--- src/rtl/uart_rx_pkg.sv ---
// uart_rx_pkg: shared definitions for the UART receive controller.
//
// Contents:
//   DEFAULT_DATA_WIDTH     - default number of data bits per frame
//   PRESC_8/16/32          - the oversampling ratios the receiver accepts
//   rx_state_t             - receiver FSM state encoding
//   sanitize_prescale()    - maps an unsupported ratio onto PRESC_8
//
// Build option: UART_RX_BREAK_DET_EN adds the BREAK state to rx_state_t.

package uart_rx_pkg;

    localparam int unsigned DEFAULT_DATA_WIDTH = 8;

    localparam int unsigned PRESC_8  = 8;
    localparam int unsigned PRESC_16 = 16;
    localparam int unsigned PRESC_32 = 32;

    typedef enum logic [2:0] {
        IDLE,
        START,
        DATA,
        PARITY,
        STOP1,
        STOP2,
        VALID
`ifdef UART_RX_BREAK_DET_EN
        , BREAK
`endif
    } rx_state_t;

    function automatic int unsigned sanitize_prescale(input int unsigned p);
        if (p == PRESC_8 || p == PRESC_16 || p == PRESC_32) begin
            return p;
        end
        return PRESC_8;
    endfunction

endpackage

--- src/rtl/uart_rx_ctrl_if.sv ---
// uart_rx_ctrl_if: serial line, frame configuration and result signals of
// the UART receive controller.
//
// Signals:
//   rx_in        - serial line, idle high, already synchronised
//   PAR_EN       - parity bit present
//   PAR_TYP      - 0 = even parity, 1 = odd parity
//   STOP2        - 1 = two stop bits, 0 = one stop bit
//   prescale     - oversampling ratio (8, 16 or 32)
//   P_DATA       - last correctly received word
//   data_valid   - one-cycle pulse for a good frame
//   par_err      - one-cycle parity error pulse
//   stp_err      - one-cycle stop bit error pulse
//   strt_glitch  - one-cycle pulse for a rejected start bit
//   break_det    - one-cycle line break pulse
//   busy         - receiver is not idle
//
// Modports: master drives the line and configuration, slave is the receiver.

interface uart_rx_ctrl_if #(
    parameter int DATA_WIDTH = uart_rx_pkg::DEFAULT_DATA_WIDTH,
    parameter int PRESC_W    = 6
);

    logic                  rx_in;
    logic                  PAR_EN;
    logic                  PAR_TYP;
    logic                  STOP2;
    logic [PRESC_W-1:0]    prescale;
    logic [DATA_WIDTH-1:0] P_DATA;
    logic                  data_valid;
    logic                  par_err;
    logic                  stp_err;
    logic                  strt_glitch;
    logic                  break_det;
    logic                  busy;

    modport master (
        output rx_in, PAR_EN, PAR_TYP, STOP2, prescale,
        input  P_DATA, data_valid, par_err, stp_err, strt_glitch, break_det, busy
    );

    modport slave (
        input  rx_in, PAR_EN, PAR_TYP, STOP2, prescale,
        output P_DATA, data_valid, par_err, stp_err, strt_glitch, break_det, busy
    );

endinterface

--- src/rtl/uart_rx_sampler.sv ---
// uart_rx_sampler: 3-sample majority voter and edge-position decode.
//
// Ports:
//   clk, rst    - clock, asynchronous active-low reset
//   rx_in       - serial line
//   edge_cnt    - position inside the current bit period (0..presc-1)
//   presc       - captured oversampling ratio
//   sample_bit  - majority of the samples taken at presc/2-1, presc/2, presc/2+1
//   vote_edge   - edge_cnt == presc/2+2, the first position where sample_bit
//                 reflects all three samples of the current bit
//   last_edge   - edge_cnt == presc-1, the final position of a bit period

module uart_rx_sampler #(
    parameter int PRESC_W = 6
) (
    input  logic               clk,
    input  logic               rst,
    input  logic               rx_in,
    input  logic [PRESC_W-1:0] edge_cnt,
    input  logic [PRESC_W-1:0] presc,
    output logic               sample_bit,
    output logic               vote_edge,
    output logic               last_edge
);

    logic [PRESC_W-1:0] half;
    logic [2:0]         samples;

    assign half = presc >> 1;

    always_ff @(posedge clk or negedge rst) begin
        if (!rst) begin
            samples <= '0;
        end else begin
            if (edge_cnt == half - PRESC_W'(1)) samples[0] <= rx_in;
            if (edge_cnt == half)               samples[1] <= rx_in;
            if (edge_cnt == half + PRESC_W'(1)) samples[2] <= rx_in;
        end
    end

    assign sample_bit = (samples[0] & samples[1]) |
                        (samples[0] & samples[2]) |
                        (samples[1] & samples[2]);

    assign vote_edge = (edge_cnt == half + PRESC_W'(2));
    assign last_edge = (edge_cnt == presc - PRESC_W'(1));

endmodule

--- src/rtl/uart_rx_ctrl.sv ---
// uart_rx_ctrl: oversampling UART receive controller.
//
// Ports:
//   clk   - single clock
//   rst   - asynchronous active-low reset
//   bus   - uart_rx_ctrl_if.slave: serial line, frame configuration,
//           received word, result pulses and busy
//
// Parameters:
//   DATA_WIDTH - data bits per frame (5..9)
//   PRESC_W    - width of the prescale input
//
// Build option: define UART_RX_BREAK_DET_EN to report an all-zero frame with
// a bad stop bit as break_det and to wait in BREAK until the line goes high.
// Without it break_det stays 0 and such frames report stp_err.

module uart_rx_ctrl
    import uart_rx_pkg::*;
#(
    parameter int DATA_WIDTH = DEFAULT_DATA_WIDTH,
    parameter int PRESC_W    = 6
) (
    input  logic           clk,
    input  logic           rst,
    uart_rx_ctrl_if.slave  bus
);

    localparam int BIT_W = $clog2(DATA_WIDTH);
    localparam logic [BIT_W-1:0] LAST_BIT = BIT_W'(DATA_WIDTH - 1);

    rx_state_t             state;
    logic [PRESC_W-1:0]    edge_cnt;
    logic [BIT_W-1:0]      bit_cnt;
    logic [DATA_WIDTH-1:0] shift_reg;
    logic [DATA_WIDTH-1:0] p_data_q;

    logic                  cfg_par_en;
    logic                  cfg_par_typ;
    logic                  cfg_stop2;
    logic [PRESC_W-1:0]    cfg_presc;

    logic                  par_flag;
    logic                  stp_flag;

    logic                  data_valid_q;
    logic                  par_err_q;
    logic                  stp_err_q;
    logic                  strt_glitch_q;
    logic                  break_det_q;

    logic                  sample_bit;
    logic                  vote_edge;
    logic                  last_edge;
    logic                  start_req;
    logic                  frame_end;

`ifdef UART_RX_BREAK_DET_EN
    logic                  par_bit;
    logic                  frame_zero;

    // A break looks like a frame whose every bit, parity included, is 0.
    assign frame_zero = (shift_reg == '0) && !(cfg_par_en && par_bit);
`endif

    uart_rx_sampler #(
        .PRESC_W (PRESC_W)
    ) u_sampler (
        .clk        (clk),
        .rst        (rst),
        .rx_in      (bus.rx_in),
        .edge_cnt   (edge_cnt),
        .presc      (cfg_presc),
        .sample_bit (sample_bit),
        .vote_edge  (vote_edge),
        .last_edge  (last_edge)
    );

    // A new frame can begin from IDLE or straight out of VALID (back-to-back).
    assign start_req = !bus.rx_in && (state == IDLE || state == VALID);

    // The last stop bit ends either STOP1 (one stop bit) or STOP2.
    assign frame_end = last_edge &&
                       ((state == STOP1 && !cfg_stop2) || state == STOP2);

    always_ff @(posedge clk or negedge rst) begin
        if (!rst) begin
            state         <= IDLE;
            edge_cnt      <= '0;
            bit_cnt       <= '0;
            shift_reg     <= '0;
            p_data_q      <= '0;
            cfg_par_en    <= 1'b0;
            cfg_par_typ   <= 1'b0;
            cfg_stop2     <= 1'b0;
            cfg_presc     <= PRESC_W'(PRESC_8);
            par_flag      <= 1'b0;
            stp_flag      <= 1'b0;
            data_valid_q  <= 1'b0;
            par_err_q     <= 1'b0;
            stp_err_q     <= 1'b0;
            strt_glitch_q <= 1'b0;
            break_det_q   <= 1'b0;
`ifdef UART_RX_BREAK_DET_EN
            par_bit       <= 1'b0;
`endif
        end else begin
            data_valid_q  <= 1'b0;
            par_err_q     <= 1'b0;
            stp_err_q     <= 1'b0;
            strt_glitch_q <= 1'b0;
            break_det_q   <= 1'b0;

            case (state)
                IDLE: begin
                    edge_cnt <= '0;
                end

                START: begin
                    if (vote_edge && sample_bit) begin
                        state         <= IDLE;
                        strt_glitch_q <= 1'b1;
                        edge_cnt      <= '0;
                    end else if (last_edge) begin
                        state    <= DATA;
                        edge_cnt <= '0;
                        bit_cnt  <= '0;
                    end else begin
                        edge_cnt <= edge_cnt + PRESC_W'(1);
                    end
                end

                DATA: begin
                    // LSB arrives first, so shift in from the top.
                    if (vote_edge) begin
                        shift_reg <= {sample_bit, shift_reg[DATA_WIDTH-1:1]};
                    end
                    if (last_edge) begin
                        edge_cnt <= '0;
                        if (bit_cnt == LAST_BIT) begin
                            bit_cnt <= '0;
                            state   <= cfg_par_en ? PARITY : STOP1;
                        end else begin
                            bit_cnt <= bit_cnt + BIT_W'(1);
                        end
                    end else begin
                        edge_cnt <= edge_cnt + PRESC_W'(1);
                    end
                end

                PARITY: begin
                    if (vote_edge) begin
                        par_flag <= (sample_bit != ((^shift_reg) ^ cfg_par_typ));
`ifdef UART_RX_BREAK_DET_EN
                        par_bit  <= sample_bit;
`endif
                    end
                    if (last_edge) begin
                        edge_cnt <= '0;
                        state    <= STOP1;
                    end else begin
                        edge_cnt <= edge_cnt + PRESC_W'(1);
                    end
                end

                STOP1: begin
                    if (vote_edge && !sample_bit) stp_flag <= 1'b1;
                    if (last_edge) begin
                        edge_cnt <= '0;
                        if (cfg_stop2) state <= STOP2;
                    end else begin
                        edge_cnt <= edge_cnt + PRESC_W'(1);
                    end
                end

                STOP2: begin
                    if (vote_edge && !sample_bit) stp_flag <= 1'b1;
                    if (last_edge) begin
                        edge_cnt <= '0;
                    end else begin
                        edge_cnt <= edge_cnt + PRESC_W'(1);
                    end
                end

                VALID: begin
                    state <= IDLE;
                end

`ifdef UART_RX_BREAK_DET_EN
                BREAK: begin
                    if (bus.rx_in) state <= IDLE;
                end
`endif

                default: begin
                    state <= IDLE;
                end
            endcase

            // Results are decided once the last stop bit period completes;
            // the flags read here were set at earlier vote positions.
            if (frame_end) begin
                if (!par_flag && !stp_flag) begin
                    state        <= VALID;
                    p_data_q     <= shift_reg;
                    data_valid_q <= 1'b1;
`ifdef UART_RX_BREAK_DET_EN
                end else if (stp_flag && frame_zero) begin
                    state       <= BREAK;
                    break_det_q <= 1'b1;
`endif
                end else begin
                    state     <= IDLE;
                    par_err_q <= par_flag;
                    stp_err_q <= stp_flag;
                end
            end

            // Frame settings are frozen here so mid-frame input changes
            // cannot disturb bit timing or checking.
            if (start_req) begin
                state       <= START;
                edge_cnt    <= '0;
                bit_cnt     <= '0;
                shift_reg   <= '0;
                par_flag    <= 1'b0;
                stp_flag    <= 1'b0;
                cfg_par_en  <= bus.PAR_EN;
                cfg_par_typ <= bus.PAR_TYP;
                cfg_stop2   <= bus.STOP2;
                cfg_presc   <= PRESC_W'(sanitize_prescale(32'(bus.prescale)));
            end
        end
    end

    assign bus.P_DATA      = p_data_q;
    assign bus.data_valid  = data_valid_q;
    assign bus.par_err     = par_err_q;
    assign bus.stp_err     = stp_err_q;
    assign bus.strt_glitch = strt_glitch_q;
    assign bus.break_det   = break_det_q;
    assign bus.busy        = (state != IDLE);

endmodule

--- src/flat_wrapper.sv ---
// flat-port wrapper written by rule: the top's interface ports become plain ports
module uart_rx_ctrl_flat import uart_rx_pkg::*;
#(
    parameter int DATA_WIDTH = DEFAULT_DATA_WIDTH,
    parameter int PRESC_W    = 6
)
  (clk, rst, bus_rx_in, bus_PAR_EN, bus_PAR_TYP, bus_STOP2, bus_prescale, bus_P_DATA, bus_data_valid, bus_par_err, bus_stp_err, bus_strt_glitch, bus_break_det, bus_busy);
  uart_rx_ctrl_if #(.DATA_WIDTH(DATA_WIDTH), .PRESC_W(PRESC_W)) bus_i ();
  input  logic clk;
  input  logic rst;
  input wire logic [$bits(bus_i.rx_in)-1:0] bus_rx_in;
  input wire logic [$bits(bus_i.PAR_EN)-1:0] bus_PAR_EN;
  input wire logic [$bits(bus_i.PAR_TYP)-1:0] bus_PAR_TYP;
  input wire logic [$bits(bus_i.STOP2)-1:0] bus_STOP2;
  input wire logic [$bits(bus_i.prescale)-1:0] bus_prescale;
  output wire logic [$bits(bus_i.P_DATA)-1:0] bus_P_DATA;
  output wire logic [$bits(bus_i.data_valid)-1:0] bus_data_valid;
  output wire logic [$bits(bus_i.par_err)-1:0] bus_par_err;
  output wire logic [$bits(bus_i.stp_err)-1:0] bus_stp_err;
  output wire logic [$bits(bus_i.strt_glitch)-1:0] bus_strt_glitch;
  output wire logic [$bits(bus_i.break_det)-1:0] bus_break_det;
  output wire logic [$bits(bus_i.busy)-1:0] bus_busy;
  assign bus_i.rx_in = bus_rx_in;
  assign bus_i.PAR_EN = bus_PAR_EN;
  assign bus_i.PAR_TYP = bus_PAR_TYP;
  assign bus_i.STOP2 = bus_STOP2;
  assign bus_i.prescale = bus_prescale;
  assign bus_P_DATA = bus_i.P_DATA;
  assign bus_data_valid = bus_i.data_valid;
  assign bus_par_err = bus_i.par_err;
  assign bus_stp_err = bus_i.stp_err;
  assign bus_strt_glitch = bus_i.strt_glitch;
  assign bus_break_det = bus_i.break_det;
  assign bus_busy = bus_i.busy;
  uart_rx_ctrl #(.DATA_WIDTH(DATA_WIDTH), .PRESC_W(PRESC_W)) u_core (.clk(clk), .rst(rst), .bus(bus_i));
endmodule
--- config.mk ---
export PLATFORM = sky130hd
export DESIGN_NAME = uart_rx_ctrl_flat
export DESIGN_NICKNAME = d
export VERILOG_FILES = /design/src/rtl/uart_rx_pkg.sv /design/src/rtl/uart_rx_ctrl_if.sv /design/src/rtl/uart_rx_sampler.sv /design/src/rtl/uart_rx_ctrl.sv /design/src/flat_wrapper.sv
export SDC_FILE = /design/constraint.sdc
export NUM_CORES = 1
export LEC_CHECK = 0
export BUFFER_PORTS_ARGS = -buffer_cell sky130_fd_sc_hd__buf_4
export CORE_ASPECT_RATIO = 0.75
export CORE_MARGIN = 2
export CORE_UTILIZATION = 52
export CTS_BUF_LIST = sky130_fd_sc_hd__clkbuf_4 sky130_fd_sc_hd__clkbuf_8 sky130_fd_sc_hd__clkbuf_16
export DETAILED_ROUTE_END_ITERATION = 12
export PLACE_DENSITY = 0.77
export SLEW_MARGIN = 20
export SYNTH_ARGS = -nofsm -noshare
export SYNTH_HDL_FRONTEND = slang
export SYNTH_SLANG_ARGS = --single-unit
--- constraint.sdc ---
create_clock -name clk -period 3.2 [get_ports clk]
set_input_delay 0.48 -clock clk [delete_from_list [all_inputs] [get_ports clk]]
set_output_delay 0.48 -clock clk [all_outputs]
set_load 0.02 [all_outputs]
=== Yosys cells after proc, flatten, opt, wreduce, memory -nomap -nowiden ===
Cells that the tools add are included.

* Reduce and logical (&&, ||, !) cells: 34
* Add/subtract/negate cells: 6
* Bitwise gates (word level): 6
* Equal/unequal tests: 26
* Multiplexer cells: 43

{| class="wikitable"
|+ Operators by type and width
! cell !! count
|-
| $mux 3 || 16
|-
| $mux 6 || 5
|-
| $eq 6x6->1 || 4
|-
| $mux 8 || 3
|-
| $ne 4x1->1 const B || 5
|-
| $pmux 6 s3 || 1
|-
| $mux 1 || 16
|-
| $pmux 3 s5 || 1
|-
| $eq 3x3->1 const B || 4
|-
| $reduce_bool 2->1 || 5
|-
| $ne 3x1->1 const B || 3
|-
| $reduce_and 2->1 || 4
|-
| $reduce_xor 8->1 || 1
|-
| $reduce_and 7->1 || 1
|-
| $add 5x1->6 const B || 1
|-
| $add 5x2->6 const B || 1
|-
| $add 6x1->6 const B || 1
|-
| $eq 3x2->1 const B || 2
|-
| $eq 6x4->1 const B || 1
|-
| $eq 6x5->1 || 1
|-
| $eq 6x5->1 const B || 1
|-
| $eq 6x6->1 const B || 1
|-
| $logic_and 1x1->1 || 6
|-
| $pmux 3 s2 || 1
|-
| 18 further kinds || 30
|}

* Flip-flop bits (word level): 46
* Word-level logic and storage cells: 133

=== Longest topological paths before layout ===
* Depth after elaboration: 8
* Depth in mapped cells: 9
* Mapped depth without buffers: 8

=== Hierarchy ===
A second synthesis with hierarchy kept.

* Cells, all modules: 290
* Area, all modules: 2,768.9 µm²

{| class="wikitable"
|+ By module, submodules not included
! module !! times used !! sequential area each (µm²) !! cells an instance !! area an instance (µm²)
|-
| uart_rx_ctrl || 1 || 1,077.3 || 202 || 2,074.5
|-
| uart_rx_sampler || 1 || 75.1 || 88 || 694.4
|}

=== Worst setup path after synthesis ===
Ideal clock, no wire load.

* Path type: register to register
* Start point: register u_core.cfg_presc[3]
* End point: register u_core.bit_cnt[0]
* Slack: 723 ps
* Arrival: 2,352 ps
* Stages on the path, launching flop included: 10
* Required time: 3,075 ps
* Buffers on the path: 1
* Cells stage by stage: dfstp_2 -> buf_2 -> inv_1 -> ha_1 -> xnor2_1 -> nand3_1 -> a211oi_4 -> a211oi_1 -> o31a_1 -> mux2_4

* Cells in the longest elaborated chain, start to end: 5
* Elaborated cells on any way between the ends: 9

{| class="wikitable"
|+ RTL lines
! item !! RTL line !! RTL
|-
| start, declared || uart_rx_ctrl.sv:40 || <nowiki>logic [PRESC_W-1:0] cfg_presc;</nowiki>
|-
| start signal, assigned || uart_rx_ctrl.sv:95 || <nowiki>cfg_presc <= PRESC_W'(PRESC_8);</nowiki>
|-
| start signal, assigned || uart_rx_ctrl.sv:230 || <nowiki>cfg_presc <= PRESC_W'(sanitize_prescale(32'(bus.prescale)));</nowiki>
|-
| $add 5x2->6 || uart_rx_sampler.sv:45 || <nowiki>assign vote_edge = (edge_cnt == half + PRESC_W'(2));</nowiki>
|-
| $eq 6x6->1 || uart_rx_sampler.sv:45 ||
|-
| $logic_and 1x1->1 || uart_rx_ctrl.sv:119 || <nowiki>if (vote_edge && sample_bit) begin</nowiki>
|-
| $ne 3x2->1 (no source line) || - ||
|-
| $reduce_and 4->1 (no source line) (*) || - ||
|-
| end signal, assigned || uart_rx_ctrl.sv:143 || <nowiki>bit_cnt <= bit_cnt + BIT_W'(1);</nowiki>
|-
| end, declared || uart_rx_ctrl.sv:33 || <nowiki>logic [BIT_W-1:0] bit_cnt;</nowiki>
|}

Mark *: on every way between the ends. The rest lies on a longest branch, timed or not.
A chain may end at the register's enable or synchronous reset.

=== Worst setup path after layout ===
Same ends and word-level chain as after synthesis.

==> impl_metrics.yaml <==
run_status:
  status: "finished clean"
global_route:
  gr-total-overflow: 0
  grt_pass1_vias: 1986
  grt_usage: 0.204
  grt_pass1_wl_um: 9800
  grt_max_degree: 47
  antenna_found_initial: 0
placed_design:
  dp_cells: 389
  io_buffers: 24
  hpwl_um: 4430
  place_congestion: 0.917
job:
  drv_cap: 0
clocking:
  cts_root_buf: "clkbuf_8"
  cts_sinks: 46
  clock_path_buffers: 2
  post_cts_resized: 0
  cts_tree: "built"
  h-tree-depth: 2
  clk-insertion-delay-late_ns: 0.31
  path_clk_slew_ns: 0.09
  hold_buffers: 0
  cts_buffers: 5
  post_cts_buffers: 0
setup_path:
  crit_path_max_incr_delay_ns: 0.67
  cp_max_fo: 12
  path_class: "register to register"
  crit_path_end_kind: "register"
  cp_slowest_cell: "dfstp_2"
  crit_path_start_kind: "register"
  crit_chain: "ha_1, nor2_1, o21ai_0, a211oi_4, a211oi_1, o31a_1, mux2_4"
  crit_required_ns: 3.40
  critical_path_arrival_ns: 2.88
drt:
  ant_nets: 0
  num_vias: 2197
  route.detailed.drc: 0
  viasPerCell: 5.53
  drt-total-wl_um: 5930
  drt-pass1-iter-count: 4
  drt-initial-drc-count: 215
  wl_per_cell_um: 14.9
synth:
  yosysTopAreaCellShare: 0.390
  synthArstFlopShare: 1.00
  synthSimpleGateAreaFrac: 0.198
  synth-adder-area-share: 0.0468
  synthTopCellsByArea: "dfrtp_1 39%, xnor2_1 7.0%, ha_1 4.3%, nor2_1 4.2%, nand2_1 4.0%"
  synth_compound_area_frac: 0.121
  synth_top_family_by_area: "simple AND/OR/NAND/NOR gates"
  syn_area_um2: 2890
  synth_ff_type: "dfrtp_1"
  synth-xor-area-share: 0.0997
  synth-edff-count: 0
  ys_ff_latch: 46
  yosysWarnings: 0
  yosysSeqAreaShare: 0.399
  yosys.area.top_type: "dfrtp_1"
  syn_nets: 325
  avgSynthCellArea_um2: 9.53
  synth.mux.area_fraction: 0.0880
  yosysUniqueCellTypes: 62
  netlist_instances: 303
timing:
  slew_headroom: 0.610
  tns_ns: 0
  rsz0062_at_grt: "false"
  drv_slew: 0
  setup_violations: 0
  max_freq_mhz: 372
  worst_pin_slew_ns: 0.585
  clock_skew_ns: 0.00894
  period_needed_ns: 2.69
  hold_viol: 0
  whs_ns: 0.164
  period_share: 0.839
finish:
  nets: 343
  n_fill_cell: 488
  area_growth_pct: 10.8
  diodes: 0
  fin_cells: 397
  drive_gt1_frac: 0.189
floorplanning:
  die_y_um: 68.5
  die-area_um2: 6170
  pin_count: 26
  rows: 23
  initial_core_util: 0.540
  die_x_um: 90.1
  core_um2: 5350
power:
  seqPwrFrac: 0.378
  swShare: 0.439
  irDropWorstVdd_v: 0.000402
  power.switching_mw: 1.05
  power_frac_comb: 0.465
  power.share.clock: 0.156
  p_leak_nw: 1.42
  powerDensity_nw_per_um2: 748
  p_total_mw: 2.39
  intPower_mw: 1.34
min_path:
  hold_path.class: "primary input to asynchronous set/reset pin"
==> path summary, 6_finish.rpt <==
check,startpoint,end,slack [ns],cells past startpoint
setup reg to reg,u_core.cfg_presc[3],u_core.bit_cnt[0],0.51,7
max in group asynchronous,rst,u_core.par_flag,2.64,1
hold reg to reg,u_core.stp_flag,u_core.bus.data_valid,0.50,2
hold / removal,rst,u_core.bus.strt_glitch,0.16,1
min in group clk,bus_PAR_TYP,u_core.cfg_par_typ,0.35,3
setup / recovery,u_core.cfg_presc[3],u_core.bit_cnt[0],0.51,7
==> worst max-delay path: cells and delay by family (launching register included) <==
kind | cells | cell delay [ns]
flops | 1 | 0.67
mux | 1 | 0.32
fa+ha+maj | 1 | 0.27
simple gates | 1 | 0.05
compound gates | 4 | 1.25
==> kinds of logic after synthesis <==
kind of cell / Yosys count
mux: 23
fa+ha+maj: 11
simple gates: 110
flops: 46
buf+inv: 30
other cells: 1
xor+xnor: 32
compound gates: 50
==> synth_stat cells (all sizes together), types with 6 or more instances <==
cell type and number:
a21oi 6, buf 9, clkbuf 6, dfrtp 45, ha 10, inv 15
mux2 13, mux2i 10, nand2 31, nand3 8, nand4 7, nor2 32
o211ai 6, o21ai 18, xnor2 23, xor2 9
==> stage by stage <==
| stage | setup WS (ns) | util | instance area (µm²) |
|---|---|---|---|
| 6_report | 0.515 | 0.598 | 3200 |
| 5_1_grt | 0.377 | 0.598 | 3200 |
| 4_1_cts | 0.511 | 0.598 | 3200 |
| 3_5_place_dp | 0.539 | 0.580 | 3110 |
| 3_3_place_gp | 0.652 | 0.580 | 3110 |
| 2_1_floorplan | 0.723 | - | 2890 |
==> power by group through the flow <==
stage / Combinational, mW / Clock (mW) / Sequential [mW]
finish: 1.11 / 0.374 / 0.906
global route: 1.24 / 0.408 / 0.927
CTS: 1.11 / 0.386 / 0.899
detailed placement: 1.11 / 0 / 0.909
global placement: 1.08 / 0 / 0.905
floorplan: 0.981 / 0 / 0.793
==> cells in the final DEF, fill, tap and decap left out, types with 2 or more instances in the layout <==
cell | synthesis | layout
o221ai_1 | 2 | 2
o21ai_0 | 16 | 16
nand2_1 | 31 | 31
a211oi_1 | 2 | 2
mux2_4 | 2 | 2
mux2_2 | 10 | 10
xor2_1 | 8 | 8
o21a_1 | 2 | 2
nand3_1 | 8 | 8
nor2_1 | 32 | 32
nand3b_1 | 2 | 2
mux2i_1 | 10 | 10
dfrtp_1 | 45 | 45
nand4_1 | 7 | 7
nor2b_1 | 3 | 3
buf_4 | 1 | 26
or2_4 | 2 | 2
o41ai_1 | 2 | 2
o21ai_1 | 2 | 2
o211ai_1 | 5 | 5
a21oi_1 | 6 | 6
or2_2 | 2 | 2
and2_1 | 4 | 4
ha_1 | 10 | 10
or4_1 | 2 | 2
xnor2_1 | 23 | 23
clkbuf_8 | 0 | 5
inv_1 | 15 | 15
nand2b_1 | 5 | 5
==> layer usage <==
| layer | up-vias | part of all wire | GRT usage |
|---|---|---|---|
| met3 | 5 | 0.040 | 0.0446 |
| met5 | - | 0 | 0 |
| met4 | 0 | 0.011 | 0.0519 |
| met2 | 47 | 0.45 | 0.330 |
| met1 | 1068 | 0.50 | 0.284 |
| li1 | 1077 | - | - |
==> cell type report <==
class	count	area, µm²	area share
multi-input combinational	227	1610	0.503
timing repair buffer	26	195	0.0610
sequential	46	1150	0.360
clock inverter	3	25.0	0.00782
tap	75	93.8	0.0293
clock buffer	5	68.8	0.0215
inverter	15	56.3	0.0176
(Power assumes the default switching activity.)
